### src/rtl/dmem_pkg.sv
// Shared definitions for the dmem_sync data memory.
// Holds the access-size encodings carried on size_i and the controller
// state enum. The top module and the testbench both import it.
package dmem_pkg;

    // Access size encodings (size_i)
    localparam logic [1:0] SZ_BYTE = 2'd0;
    localparam logic [1:0] SZ_HALF = 2'd1;
    localparam logic [1:0] SZ_WORD = 2'd2;
    localparam logic [1:0] SZ_RSVD = 2'd3;

    // Controller states
    typedef enum logic [1:0] {
        ST_IDLE = 2'd0,
        ST_WAIT = 2'd1,
        ST_DONE = 2'd2
    } state_t;

endpackage

### src/rtl/dmem_sync_if.sv
// Request/response bus of the dmem_sync data memory.
//   req_i      access request, sampled only while busy_o is low
//   we_i       1 = write, 0 = read
//   size_i     0 = byte, 1 = half, 2 = word, 3 = reserved
//   unsigned_i read extension: 1 = zero-extend, 0 = sign-extend
//   addr_i     byte address, little-endian
//   data_i     right-aligned write data
//   busy_o     accepted access in flight
//   valid_o    one-cycle completion pulse
//   data_o     extended read data, 0 for writes and errors
//   err_o      one-cycle pulse for a rejected access
// master = requester side, slave = memory side.
interface dmem_sync_if;
    logic        req_i;
    logic        we_i;
    logic [1:0]  size_i;
    logic        unsigned_i;
    logic [31:0] addr_i;
    logic [31:0] data_i;
    logic        busy_o;
    logic        valid_o;
    logic [31:0] data_o;
    logic        err_o;

    modport master (
        output req_i, we_i, size_i, unsigned_i, addr_i, data_i,
        input  busy_o, valid_o, data_o, err_o
    );

    modport slave (
        input  req_i, we_i, size_i, unsigned_i, addr_i, data_i,
        output busy_o, valid_o, data_o, err_o
    );
endinterface

### src/rtl/dmem_byte_ram.sv
// Word-organised storage built from four independent byte lanes.
// Ports:
//   clk    write clock
//   addr   word address (shared by read and write)
//   be     per-lane write enable, lane 0 = bits [7:0]
//   wdata  lane-replicated write data
//   rdata  combinational read of the addressed word
// Contents are not reset.
module dmem_byte_ram #(
    parameter int DEPTH_WORDS = 32,
    localparam int AW = $clog2(DEPTH_WORDS)
) (
    input  logic          clk,
    input  logic [AW-1:0] addr,
    input  logic [3:0]    be,
    input  logic [31:0]   wdata,
    output logic [31:0]   rdata
);

    genvar gi;
    generate
        for (gi = 0; gi < 4; gi++) begin : g_lane
            logic [7:0] lane_mem [DEPTH_WORDS];

            always_ff @(posedge clk) begin
                if (be[gi]) begin
                    lane_mem[addr] <= wdata[8*gi +: 8];
                end
            end

            assign rdata[8*gi +: 8] = lane_mem[addr];
        end
    endgenerate

endmodule

### src/rtl/dmem_sync.sv
// Data memory with a fixed, parameterised access latency.
// An accepted request is latched, held for LATENCY edges, then performed
// (write committed or read captured) and reported with a one-cycle
// valid_o or err_o pulse.
// Parameters:
//   DEPTH_WORDS  memory size in 32-bit words (power of two, 4..4096)
//   LATENCY      edges from acceptance to completion (1..7)
// Ports:
//   clk_i  clock, all state changes on the rising edge
//   rst_i  asynchronous active-low reset
//   bus    request/response bus (slave side)
module dmem_sync
    import dmem_pkg::*;
#(
    parameter int DEPTH_WORDS = 32,
    parameter int LATENCY     = 1
) (
    input  logic        clk_i,
    input  logic        rst_i,
    dmem_sync_if.slave  bus
);

    localparam int         AW       = $clog2(DEPTH_WORDS);
    localparam logic [2:0] CNT_INIT = 3'(LATENCY - 1);

    state_t      state_reg;
    logic [2:0]  cnt_reg;
    logic [31:0] addr_reg;
    logic [31:0] wdata_reg;
    logic [1:0]  size_reg;
    logic        we_reg;
    logic        uns_reg;
    logic        busy_reg;
    logic        valid_reg;
    logic        err_reg;
    logic [31:0] rdata_reg;

    logic        complete;
    logic        range_err;
    logic        access_err;
    logic [3:0]  lane_be;
    logic [3:0]  ram_be;
    logic [31:0] lane_wdata;
    logic [31:0] ram_rdata;
    logic [31:0] aligned;
    logic [31:0] read_ext;

    // Any address bit above the array span means the byte is out of range.
    assign range_err = |addr_reg[31:AW+2];

    always_comb begin
        access_err = range_err;
        case (size_reg)
            SZ_HALF: if (addr_reg[0])         access_err = 1'b1;
            SZ_WORD: if (addr_reg[1:0] != 0)  access_err = 1'b1;
            SZ_RSVD:                          access_err = 1'b1;
            default: ;
        endcase
    end

    // The access is performed on the edge where the countdown sits at zero.
    assign complete = (state_reg == ST_WAIT) && (cnt_reg == 3'd0);

    // Lane enables and lane-replicated write data; alignment was already
    // checked, so a half never straddles lanes 1/2.
    always_comb begin
        lane_be    = 4'b0000;
        lane_wdata = 32'd0;
        case (size_reg)
            SZ_BYTE: begin
                lane_be    = 4'b0001 << addr_reg[1:0];
                lane_wdata = {4{wdata_reg[7:0]}};
            end
            SZ_HALF: begin
                lane_be    = addr_reg[1] ? 4'b1100 : 4'b0011;
                lane_wdata = {2{wdata_reg[15:0]}};
            end
            SZ_WORD: begin
                lane_be    = 4'b1111;
                lane_wdata = wdata_reg;
            end
            default: ;
        endcase
    end

    assign ram_be = (complete && we_reg && !access_err) ? lane_be : 4'b0000;

    dmem_byte_ram #(
        .DEPTH_WORDS (DEPTH_WORDS)
    ) u_ram (
        .clk   (clk_i),
        .addr  (addr_reg[AW+1:2]),
        .be    (ram_be),
        .wdata (lane_wdata),
        .rdata (ram_rdata)
    );

    // Bring the addressed lane(s) down to bit 0, then extend.
    assign aligned = ram_rdata >> {addr_reg[1:0], 3'b000};

    always_comb begin
        read_ext = aligned;
        case (size_reg)
            SZ_BYTE: read_ext = {{24{!uns_reg && aligned[7]}},  aligned[7:0]};
            SZ_HALF: read_ext = {{16{!uns_reg && aligned[15]}}, aligned[15:0]};
            default: ;
        endcase
    end

    always_ff @(posedge clk_i or negedge rst_i) begin
        if (!rst_i) begin
            state_reg <= ST_IDLE;
            cnt_reg   <= 3'd0;
            addr_reg  <= 32'd0;
            wdata_reg <= 32'd0;
            size_reg  <= SZ_BYTE;
            we_reg    <= 1'b0;
            uns_reg   <= 1'b0;
            busy_reg  <= 1'b0;
            valid_reg <= 1'b0;
            err_reg   <= 1'b0;
            rdata_reg <= 32'd0;
        end else begin
            case (state_reg)
                ST_IDLE: begin
                    valid_reg <= 1'b0;
                    err_reg   <= 1'b0;
                    rdata_reg <= 32'd0;
                    if (bus.req_i) begin
                        addr_reg  <= bus.addr_i;
                        wdata_reg <= bus.data_i;
                        size_reg  <= bus.size_i;
                        we_reg    <= bus.we_i;
                        uns_reg   <= bus.unsigned_i;
                        cnt_reg   <= CNT_INIT;
                        busy_reg  <= 1'b1;
                        state_reg <= ST_WAIT;
                    end
                end
                ST_WAIT: begin
                    if (cnt_reg == 3'd0) begin
                        busy_reg  <= 1'b0;
                        state_reg <= ST_DONE;
                        if (access_err) begin
                            err_reg   <= 1'b1;
                            rdata_reg <= 32'd0;
                        end else begin
                            valid_reg <= 1'b1;
                            rdata_reg <= we_reg ? 32'd0 : read_ext;
                        end
                    end else begin
                        cnt_reg <= cnt_reg - 3'd1;
                    end
                end
                ST_DONE: begin
                    valid_reg <= 1'b0;
                    err_reg   <= 1'b0;
                    rdata_reg <= 32'd0;
                    state_reg <= ST_IDLE;
                end
                default: begin
                    busy_reg  <= 1'b0;
                    valid_reg <= 1'b0;
                    err_reg   <= 1'b0;
                    rdata_reg <= 32'd0;
                    state_reg <= ST_IDLE;
                end
            endcase
        end
    end

    assign bus.busy_o  = busy_reg;
    assign bus.valid_o = valid_reg;
    assign bus.err_o   = err_reg;
    assign bus.data_o  = rdata_reg;

endmodule

### src/flat_wrapper.sv
// flat-port wrapper written by rule: the top's interface ports become plain ports
module dmem_sync_flat import dmem_pkg::*;
#(
    parameter int DEPTH_WORDS = 32,
    parameter int LATENCY     = 1
)
  (clk_i, rst_i, bus_req_i, bus_we_i, bus_size_i, bus_unsigned_i, bus_addr_i, bus_data_i, bus_busy_o, bus_valid_o, bus_data_o, bus_err_o);
  dmem_sync_if bus_i ();
  input  logic clk_i;
  input  logic rst_i;
  input wire logic [$bits(bus_i.req_i)-1:0] bus_req_i;
  input wire logic [$bits(bus_i.we_i)-1:0] bus_we_i;
  input wire logic [$bits(bus_i.size_i)-1:0] bus_size_i;
  input wire logic [$bits(bus_i.unsigned_i)-1:0] bus_unsigned_i;
  input wire logic [$bits(bus_i.addr_i)-1:0] bus_addr_i;
  input wire logic [$bits(bus_i.data_i)-1:0] bus_data_i;
  output wire logic [$bits(bus_i.busy_o)-1:0] bus_busy_o;
  output wire logic [$bits(bus_i.valid_o)-1:0] bus_valid_o;
  output wire logic [$bits(bus_i.data_o)-1:0] bus_data_o;
  output wire logic [$bits(bus_i.err_o)-1:0] bus_err_o;
  assign bus_i.req_i = bus_req_i;
  assign bus_i.we_i = bus_we_i;
  assign bus_i.size_i = bus_size_i;
  assign bus_i.unsigned_i = bus_unsigned_i;
  assign bus_i.addr_i = bus_addr_i;
  assign bus_i.data_i = bus_data_i;
  assign bus_busy_o = bus_i.busy_o;
  assign bus_valid_o = bus_i.valid_o;
  assign bus_data_o = bus_i.data_o;
  assign bus_err_o = bus_i.err_o;
  dmem_sync #(.DEPTH_WORDS(DEPTH_WORDS), .LATENCY(LATENCY)) u_core (.clk_i(clk_i), .rst_i(rst_i), .bus(bus_i));
endmodule
### config.mk
export PLATFORM = sky130hd
export DESIGN_NAME = dmem_sync_flat
export DESIGN_NICKNAME = d
export VERILOG_FILES = /design/src/rtl/dmem_pkg.sv /design/src/rtl/dmem_sync_if.sv /design/src/rtl/dmem_byte_ram.sv /design/src/rtl/dmem_sync.sv /design/src/flat_wrapper.sv
export SDC_FILE = /design/constraint.sdc
export NUM_CORES = 1
export LEC_CHECK = 0
export BUFFER_PORTS_ARGS = -buffer_cell sky130_fd_sc_hd__buf_2
export CORE_UTILIZATION = 56
export DETAILED_ROUTE_END_ITERATION = 10
export PLACE_DENSITY = 0.72
export SLEW_MARGIN = 20
export SYNTH_ARGS = -nofsm -noshare
export SYNTH_HDL_FRONTEND = slang
export SYNTH_SLANG_ARGS = --single-unit
### constraint.sdc
create_clock -name clk_i -period 3 [get_ports clk_i]
set_input_delay 0.45 -clock clk_i [delete_from_list [all_inputs] [get_ports clk_i]]
set_output_delay 0.45 -clock clk_i [all_outputs]
set_load 0.05 [all_outputs]
# == After elaboration in Yosys (flattened, before gate mapping) ==
# Memories as Yosys holds them, arrays and structs flattened.
# Index checks and enable logic that the tools add are counted.
# W data, S select, Z words.
# totals
ff_bits,108
ram_bits,1024
output_inout_bits,35
inputBits,71
memories,4
word_cells,83
# classes
n_eq_ne,10
bitwise_logic,1
add_sub_neg,1
n_reduce_logical,19
muxes,35
shifts,2
# mem_list
memory,words,word_bits,rd,rd_clocked_by_memory_dff,write_ports,line_no,rtl
u_core.u_ram.g_lane[0].lane_mem,32,8,1,0,1,dmem_byte_ram.sv:23,logic [7:0] lane_mem [DEPTH_WORDS];
u_core.u_ram.g_lane[1].lane_mem,32,8,1,0,1,dmem_byte_ram.sv:23,
u_core.u_ram.g_lane[2].lane_mem,32,8,1,0,1,dmem_byte_ram.sv:23,
u_core.u_ram.g_lane[3].lane_mem,32,8,1,0,1,dmem_byte_ram.sv:23,
# ops
cell,count
$mux W32,4
$pmux W32 S3,1
$pmux W32 S2,1
$shr A32 B5 Y32,1
$reduce_or A25 Y1,1
$mux W1,18
$pmux W4 S3,1
$mux W4,2
$ne A2 B2 Y1 const B,4
$reduce_and A2 Y1,4
$eq A2 B2 Y1 const B,3
$mux W3,2
$pmux W1 S3,2
$pmux W3 S2,1
$reduce_and A3 Y1,2
$logic_and A1 B1 Y1,5
$eq A2 B1 Y1 const B,2
$logic_not A2 Y1,2
$mux W2,2
$pmux W2 S2,1
$reduce_bool A2 Y1,2
$shl A1 B2 Y4 const A,1
$logic_not A3 Y1,1
$sub A3 B1 Y3 const B,1
3 further kinds,4

# == Depth between registers and ports, before layout ==
# Gate-level depths: netlist of the first run.
# depth
word_depth,8
mapped_depth,13
ltp_nobuf,9

# == By module ==
# A second synthesis of the first run with hierarchy kept.
# unflattened
hier_cells,2696
area_unflattened_um2,44828.0
# modules_own_cells
module,area_each_um2,cells_each,n_inst,seq_area_each_um2
dmem_byte_ram,39537.9,2196,1,30749.5
dmem_sync,5290.1,500,1,2702.6

# == Worst setup path after synthesis of the first run ==
# No wires, ideal clock.
# synth_timing
kind,register -> register
from,reg u_core.size_reg[0]
to,"mem u_core.u_ram.g_lane[2].lane_mem[0][0], enable pin"
t_arrival_ps,2610
synth_period_minus_slack_ps,2980
n_path_buf,1
required_ps,2630
setup_time_ps,370
setup_slack_ps,20
stages_incl_launch_ff,11
path_cell_list,dfrtp_1 inv_1 ha_1 a211oi_1 nor2_1 nor3_2 nor2_1 or4b_1 o21bai_1 clkbuf_1 nor2_1
# synth_between
elab_chain_cells,7
word_cells_on_any_way,11
classes_between,eq/ne (3); mux (5); reduce/logical (3)
# synth_rtl
element,line_no,rtl
"start, declared",dmem_sync.sv:30,logic [1:0] size_reg;
"start signal, assigned",dmem_sync.sv:132,size_reg <= bus.size_i;
$eq A2 B2 Y1 (tied with other cells),dmem_sync.sv:53,case (size_reg)
$pmux W1 S3,dmem_sync.sv:53,
$logic_not A1 Y1,dmem_sync.sv:86,assign ram_be = (complete && we_reg && !access_err) ? lane_be : 4'b0000;
$logic_and A1 B1 Y1,dmem_sync.sv:86,
$mux W4 (*),dmem_sync.sv:86,
$mux W1 (*),dmem_byte_ram.sv:26,if (be[gi]) begin
$mux W1 (not written as such) (*),dmem_byte_ram.sv:27,lane_mem[addr] <= wdata[8*gi +: 8];
"end, declared",dmem_byte_ram.sv:23,
# Mark *: on every way between the ends. The rest lies on a longest branch, timed or not.

# == Worst setup path in the final report of the first run ==
# layout_timing
from,reg u_core.size_reg[0]
to,"mem u_core.u_ram.g_lane[2].lane_mem[25][4], enable pin"
# Same word-level chain as after synthesis.

==> impl_metrics.yaml, run 1 <==
pwr:
  swShare: 0.345
  power_leakage_nw: 18.0
  total_power_mw: 55.5
  p_comb_frac: 0.365
  switchingPower_mw: 19.2
  power-per-cell-area_mw_per_mm2: 1060
  clkPwrFrac: 0.240
  internal_power_mw: 36.3
  ir_worst_vdd_v: 0.000822
  seq_power_share: 0.396
placement:
  numPortBuffers: 105
  place.gp.congestion: 0.927
  placed_area_mm2: 0.0485
  dp_cells: 3608
  hpwl_um: 77900
timing:
  fin_tns_setup_ns: -13.55
  hold_viol: 0
  final.period_utilization: 1.02
  finalMaxSlewViolations: 0
  fin_skew_ns: 0.0267
  fmax_ghz: 0.327
  worstMarginPinSlew_ns: 0.807
  period_minus_slack_ns: 3.06
  setup_viol: 646
  setup_slack_ns: -0.0622
  slew_headroom: 0.462
floorplan:
  die_h_um: 284
  ioPinCount: 106
  core_mm2: 0.0789
  row_count: 103
  die_w_um: 284
  initial_utilization: 0.565
  die_area_mm2: 0.0807
drt:
  initialDrtViolationCount: 3176
  first_pass_iters: 7
  finalWirelength_um: 121000
  wl_per_cell_um: 31.5
  ant_nets: 0
  viasPerCell: 6.50
  drc: 0
  via_count: 24900
grt:
  first_global_vias: 25100
  grt_use_total: 0.302
  grt.overflow.total: 0
  antenna_found_initial: 2
  grt_pass1_wl_um: 174000
  grt_max_degree: 73
synthesis:
  synth-edff-count: 1024
  ys_warn_count: 0
  synth.most_common_cell: "edfxtp_1"
  netlist_instances: 2271
  synth.avg_cell_area_um2: 19.6
  synth_cell_type_count: 61
  yosysTopAreaCell: "edfxtp_1"
  syn_area_mm2: 0.0445
  ys_ff_latch: 1132
  netlist_top_cells_count: "edfxtp_1, mux4_2, nor2_1"
  ys.flop_type: "edfxtp_1"
  yosysSeqAreaShare: 0.751
  synth_top_area_frac: 0.690
  syn-num-nets: 2349
  async_flop_share: 0.0954
  synth_area_leaders: "edfxtp_1, mux4_2, dfrtp_1"
layout:
  n_antenna_cell: 0
  final_cells: 3835
  multiInputGateArea_mm2: 0.0105
  areaGrowthSynthToFinish_pct: 18.1
  design_area_mm2: 0.0526
  fin_nets: 2775
  largest_register_ffs: 1024
  seqCellArea_mm2: 0.0335
  max_flop_register: "u_core.u_ram.g_lane.lane_mem"
  fill_cells: 5002
  fin_util: 0.667
  drive_above_1_share: 0.340
worst_setup_path:
  cp_max_fo: 32
  r2r-end: "u_core.u_ram.g_lane[2].lane_mem[25][4]"
  start_kind: "flop"
  regToRegSetupSlack_ns: -0.06
  r2r_start: "u_core.size_reg[0]"
  setup.worst_path.class: "reg -> reg"
  worstSetupEndpointType: "flop"
  crit_required_ns: 3.36
  reg2reg_depth: 11
  critPathArrivalTime_ns: 3.43
hold_path:
  hold_end: "u_core.wdata_reg[28]"
  hp-class: "in -> reg"
  worstHoldStart: "bus_data_i[28]"
  holdPathStages: 2
cts:
  cts.clk_slew.worst_paths_ns: 0.06
  ctsHtreeMaxLevel: 3
  cts_buffer_depth: 3
  clock_sinks: 1132
  root_buffer: "clkbuf_16"
  cts_tree: "built"
  numCtsBuffers: 107
  clk_latency_ns: 0.67
status:
  outcome: "finished with violations"
  violations: "negative setup slack"
job:
  maxCapViolCount: 0
[cell usage in the layout, fill, tap and decap left out, drive strengths merged, types with 12 or more instances in the layout]
cell,netlist,final
mux2i,70,70
buf,88,423
and4,13,13
dfrtp,108,108
nand4,15,15
o21ai,20,20
clkbuf,46,133
mux4,224,224
o22ai,33,33
dlygate4sd3,0,28
edfxtp,1024,1024
nor2,178,178
clkinv,0,48
a22oi,103,103
nor4,12,12
a211o,16,16
a21oi,26,26
nand2,86,86
mux2,71,71
[per-layer routing]
metal  GRT usage  part of all wire  vias to the layer above  wire length, um
li1            -                 -                    10100                -
met1       0.410              0.37                    13000            44600
met2       0.477              0.48                     1558            58400
met3      0.0740              0.11                      282            12700
met4       0.120             0.043                        2             5190
met5           0          0.000099                        -               12
[layout make-up]
| type | instances | share of cell area |
|---|---|---|
| Timing Repair Buffer | 451 | 0.0724 |
| Clock inverter | 64 | 0.0112 |
| Inverter | 6 | 0.000428 |
| Sequential cell | 1132 | 0.636 |
| Multi-Input combinational cell | 999 | 0.200 |
| Tap cell | 1050 | 0.0250 |
| Clock buffer | 133 | 0.0543 |
[metrics by stage]
step / hold WS [ns] / setup WS [ns]
after detailed placement: 0.460 / -0.336
after global placement: 0.459 / -0.377
after global routing: 0.00454 / -0.0983
after CTS: 0.00000960 / 0.00202
after floorplan: 0.154 / 0.0202
final: 0.0149 / -0.0622
[what timing repair did]
item / CTS / global route
setup endpoints to repair: 1047 / 1048
pin swaps: 1 / 4
endpoints found under the hold margin: 79 / 0
buffers inserted: 1 / 1
hold buffers: 28 / 0
resized for setup: 20 / 60
[power by group through the flow]
stage	registers (mW)	clock network, mW	logic, mW
after global routing	22.0	14.0	20.9
after floorplan	22.4	0	10.6
final	22.0	13.3	20.2
after global placement	22.2	0	19.1
after detailed placement	22.2	0	19.6
after CTS	21.9	13.4	19.8
[worst max-delay path by stage]
stage                                             endpoint  slack [ns]          startpoint
floorplan            u_core.u_ram.g_lane[2].lane_mem[0][0]        0.02  u_core.size_reg[0]
global placement                     u_core.bus.data_o[28]       -0.38  u_core.addr_reg[3]
detailed placement   u_core.u_ram.g_lane[2].lane_mem[3][6]       -0.34  u_core.size_reg[0]
CTS                  u_core.u_ram.g_lane[0].lane_mem[9][3]       0.002  u_core.size_reg[0]
global route        u_core.u_ram.g_lane[0].lane_mem[25][1]        -0.1  u_core.size_reg[0]
finish              u_core.u_ram.g_lane[2].lane_mem[25][4]       -0.06  u_core.size_reg[0]
[cell families (layout without fill, tap and decap cells)]
family,Yosys count,after routing,synth area share
AND/OR/NAND/NOR,384,384,0.0423
buffers and inverters,140,654,0.0184
XOR/XNOR,1,1,0.000197
multiplexers,365,365,0.147
AO/OA/AOI/OAI,242,242,0.0390
flip-flops,1132,1132,0.751
adder cells (fa/ha/maj),7,7,0.00197
[critical path, stage by stage (launching register included)]
cell	delay (ns)
dfrtp_1	0.41
inv_1	0.08
ha_1	0.24
a211oi_2	0.26
nor2_1	0.09
nor3_2	0.18
nor2_1	0.12
or4b_4	0.56
o21bai_2	0.24
buf_12	0.18
nor2_1	0.17
buf_6	0.18
No activity file was read; power rests on OpenSTA's default activity.
==> run 2, diff against run 1 <==
Settings changed: BUFFER_PORTS_ARGS -buffer_cell sky130_fd_sc_hd__buf_2 to default, CORE_UTILIZATION 56 to 57, DONT_BUFFER_PORTS from default to 1.
==> impl_metrics.yaml, run 2 (synthesis results as in run 1) <==
status:
  outcome: "finished with violations"
  violations: "negative setup slack"
drt:
  first_pass_iters: 6
  initialDrtViolationCount: 3243
  drc: 0
  finalWirelength_um: 121000
  wl_per_cell_um: 31.8
  routed.top_layer: "met5"
  ant_nets: 0
  routed-wl-met3_um: 11800
  via_count: 25000
  viasPerCell: 6.55
  dr_wl_met2_um: 57800
  wl_met1_um: 45200
floorplan:
  row_count: 102
  ioPinCount: 106
  die_h_um: 282
  initial_utilization: 0.576
  die_area_mm2: 0.0793
  core_mm2: 0.0773
  die_w_um: 282
worst_setup_path:
  crit_required_ns: 3.40
  r2r-end: "u_core.u_ram.g_lane[1].lane_mem[30][6]"
  start_kind: "flop"
  cp_max_fo: 32
  setup.worst_path.start: "u_core.size_reg[0]"
  setup.worst_path.class: "reg -> reg"
  regToRegSetupSlack_ns: -0.04
  worstSetupEndpointType: "flop"
  r2r_start: "u_core.size_reg[0]"
  critPathArrivalTime_ns: 3.44
  reg2reg_depth: 11
grt:
  antenna_found_initial: 5
  first_global_vias: 24500
  grt.overflow.total: 0
  grt_max_degree: 109
  grt_use_total: 0.304
  grt_pass1_wl_um: 171000
timing:
  slew_headroom: 0.445
  final.period_utilization: 1.01
  hold_viol: 0
  fin_skew_ns: 0.0228
  worstMarginPinSlew_ns: 0.831
  period_minus_slack_ns: 3.04
  setup_slack_ns: -0.0373
  setup_viol: 235
  fmax_ghz: 0.329
  finalMaxSlewViolations: 0
  rsz0062_at_grt: "true"
  fin_tns_setup_ns: -2.80
hold_path:
  hold_end: "u_core.cnt_reg[2]"
  hp-class: "in -> reg"
  worstHoldStart: "bus_req_i"
  holdPathStages: 3
job:
  maxCapViolCount: 0
pwr:
  ir_worst_vdd_v: 0.000829
  power_leakage_nw: 18.1
  power-per-cell-area_mw_per_mm2: 1070
  total_power_mw: 56.9
cts:
  clk_latency_ns: 0.69
  clock_sinks: 1132
  numCtsBuffers: 107
  cts_tree: "built"
  cts_buffer_depth: 3
  root_buffer: "clkbuf_16"
  cts.clk_slew.worst_paths_ns: 0.07
  ctsHtreeMaxLevel: 3
layout:
  largest_register_ffs: 1024
  final_cells: 3813
  final_common_cell: "edfxtp_1"
  fill_cells: 4757
  fin_nets: 2757
  drive_above_1_share: 0.336
  max_flop_register: "u_core.u_ram.g_lane.lane_mem"
  areaGrowthSynthToFinish_pct: 19.3
  final_cell_mix: "edfxtp_1, buf_4, mux4_2"
placement:
  place.gp.congestion: 0.924
  dp_cells: 3492
  numPortBuffers: 0
  hpwl_um: 77700
==> run 2: repair_timing <==
action / CTS / global route
endpoints found under the setup margin: 1024 / 1053
setup buffers: 5 / 36
hold buffers: 70 / 0
gates resized for setup: 20 / 86
gates cloned: 1 / 6
pin swaps: 4 / 19
hold endpoints to repair: 176 / 0
==> run 2: report_power, final <==
| part | internal, mW | switching [mW] | total [mW] |
|---|---|---|---|
| Sequential | 21.5 | 0.902 | 22.4 |
| Clock | 7.93 | 5.88 | 13.8 |
| Combinational | 7.91 | 12.8 | 20.8 |
| Total | 37.3 | 19.6 | 56.9 |
==> run 2: layout make-up <==
cell class,instances,area (um2),share of cell area
Sequential cell,1132,33500,0.630
Multi-Input combinational cell,999,10700,0.201
Timing Repair Buffer,433,4070,0.0766
Clock buffer,138,2910,0.0547
Tap cell,1040,1300,0.0245
Clock inverter,63,703,0.0132
Inverter,6,22.5,0.000424
Antenna cell,2,5.00,0.0000942
==> run 2: worst max path at each step <==
stage | endpoint | slack (ns) | depth (start not counted)
2_1_floorplan | u_core.u_ram.g_lane[2].lane_mem[0][0] | 0.02 | 10
3_3_place_gp | u_core.bus.data_o[24] | -0.19 | 9
3_5_place_dp | u_core.bus.data_o[21] | -0.19 | 9
4_1_cts | u_core.bus.data_o[21] | -0.004 | 10
5_1_grt | u_core.u_ram.g_lane[0].lane_mem[1][7] | -0.14 | 11
6_report | u_core.u_ram.g_lane[1].lane_mem[30][6] | -0.04 | 11
==> run 2: routing by layer <==
layer  track usage  up-vias
met5        0.0110        -
met4         0.129        9
met3        0.0583      319
met2         0.477     1574
met1         0.422    13000
li1              -    10100
==> run 2: worst max-delay path, cell delays in order, from the launching register on <==
cell	delay, ns
dfrtp_1	0.41
inv_2	0.09
ha_2	0.22
a211oi_2	0.26
nor2_1	0.09
nor3_2	0.17
nor2_1	0.11
or4b_4	0.57
o21bai_2	0.24
buf_12	0.18
nor2_1	0.16
buf_4	0.21
==> run 2: stage by stage <==
step	util	setup slack, ns	area, um2	hold slack [ns]
floorplan	-	0.0202	44500	0.154
finish	0.687	-0.0373	53100	0.341
detailed placement	0.618	-0.195	47800	0.156
global placement	0.618	-0.193	47800	0.157
global route	0.687	-0.136	53100	0.373
CTS	0.677	-0.00439	52300	0.321
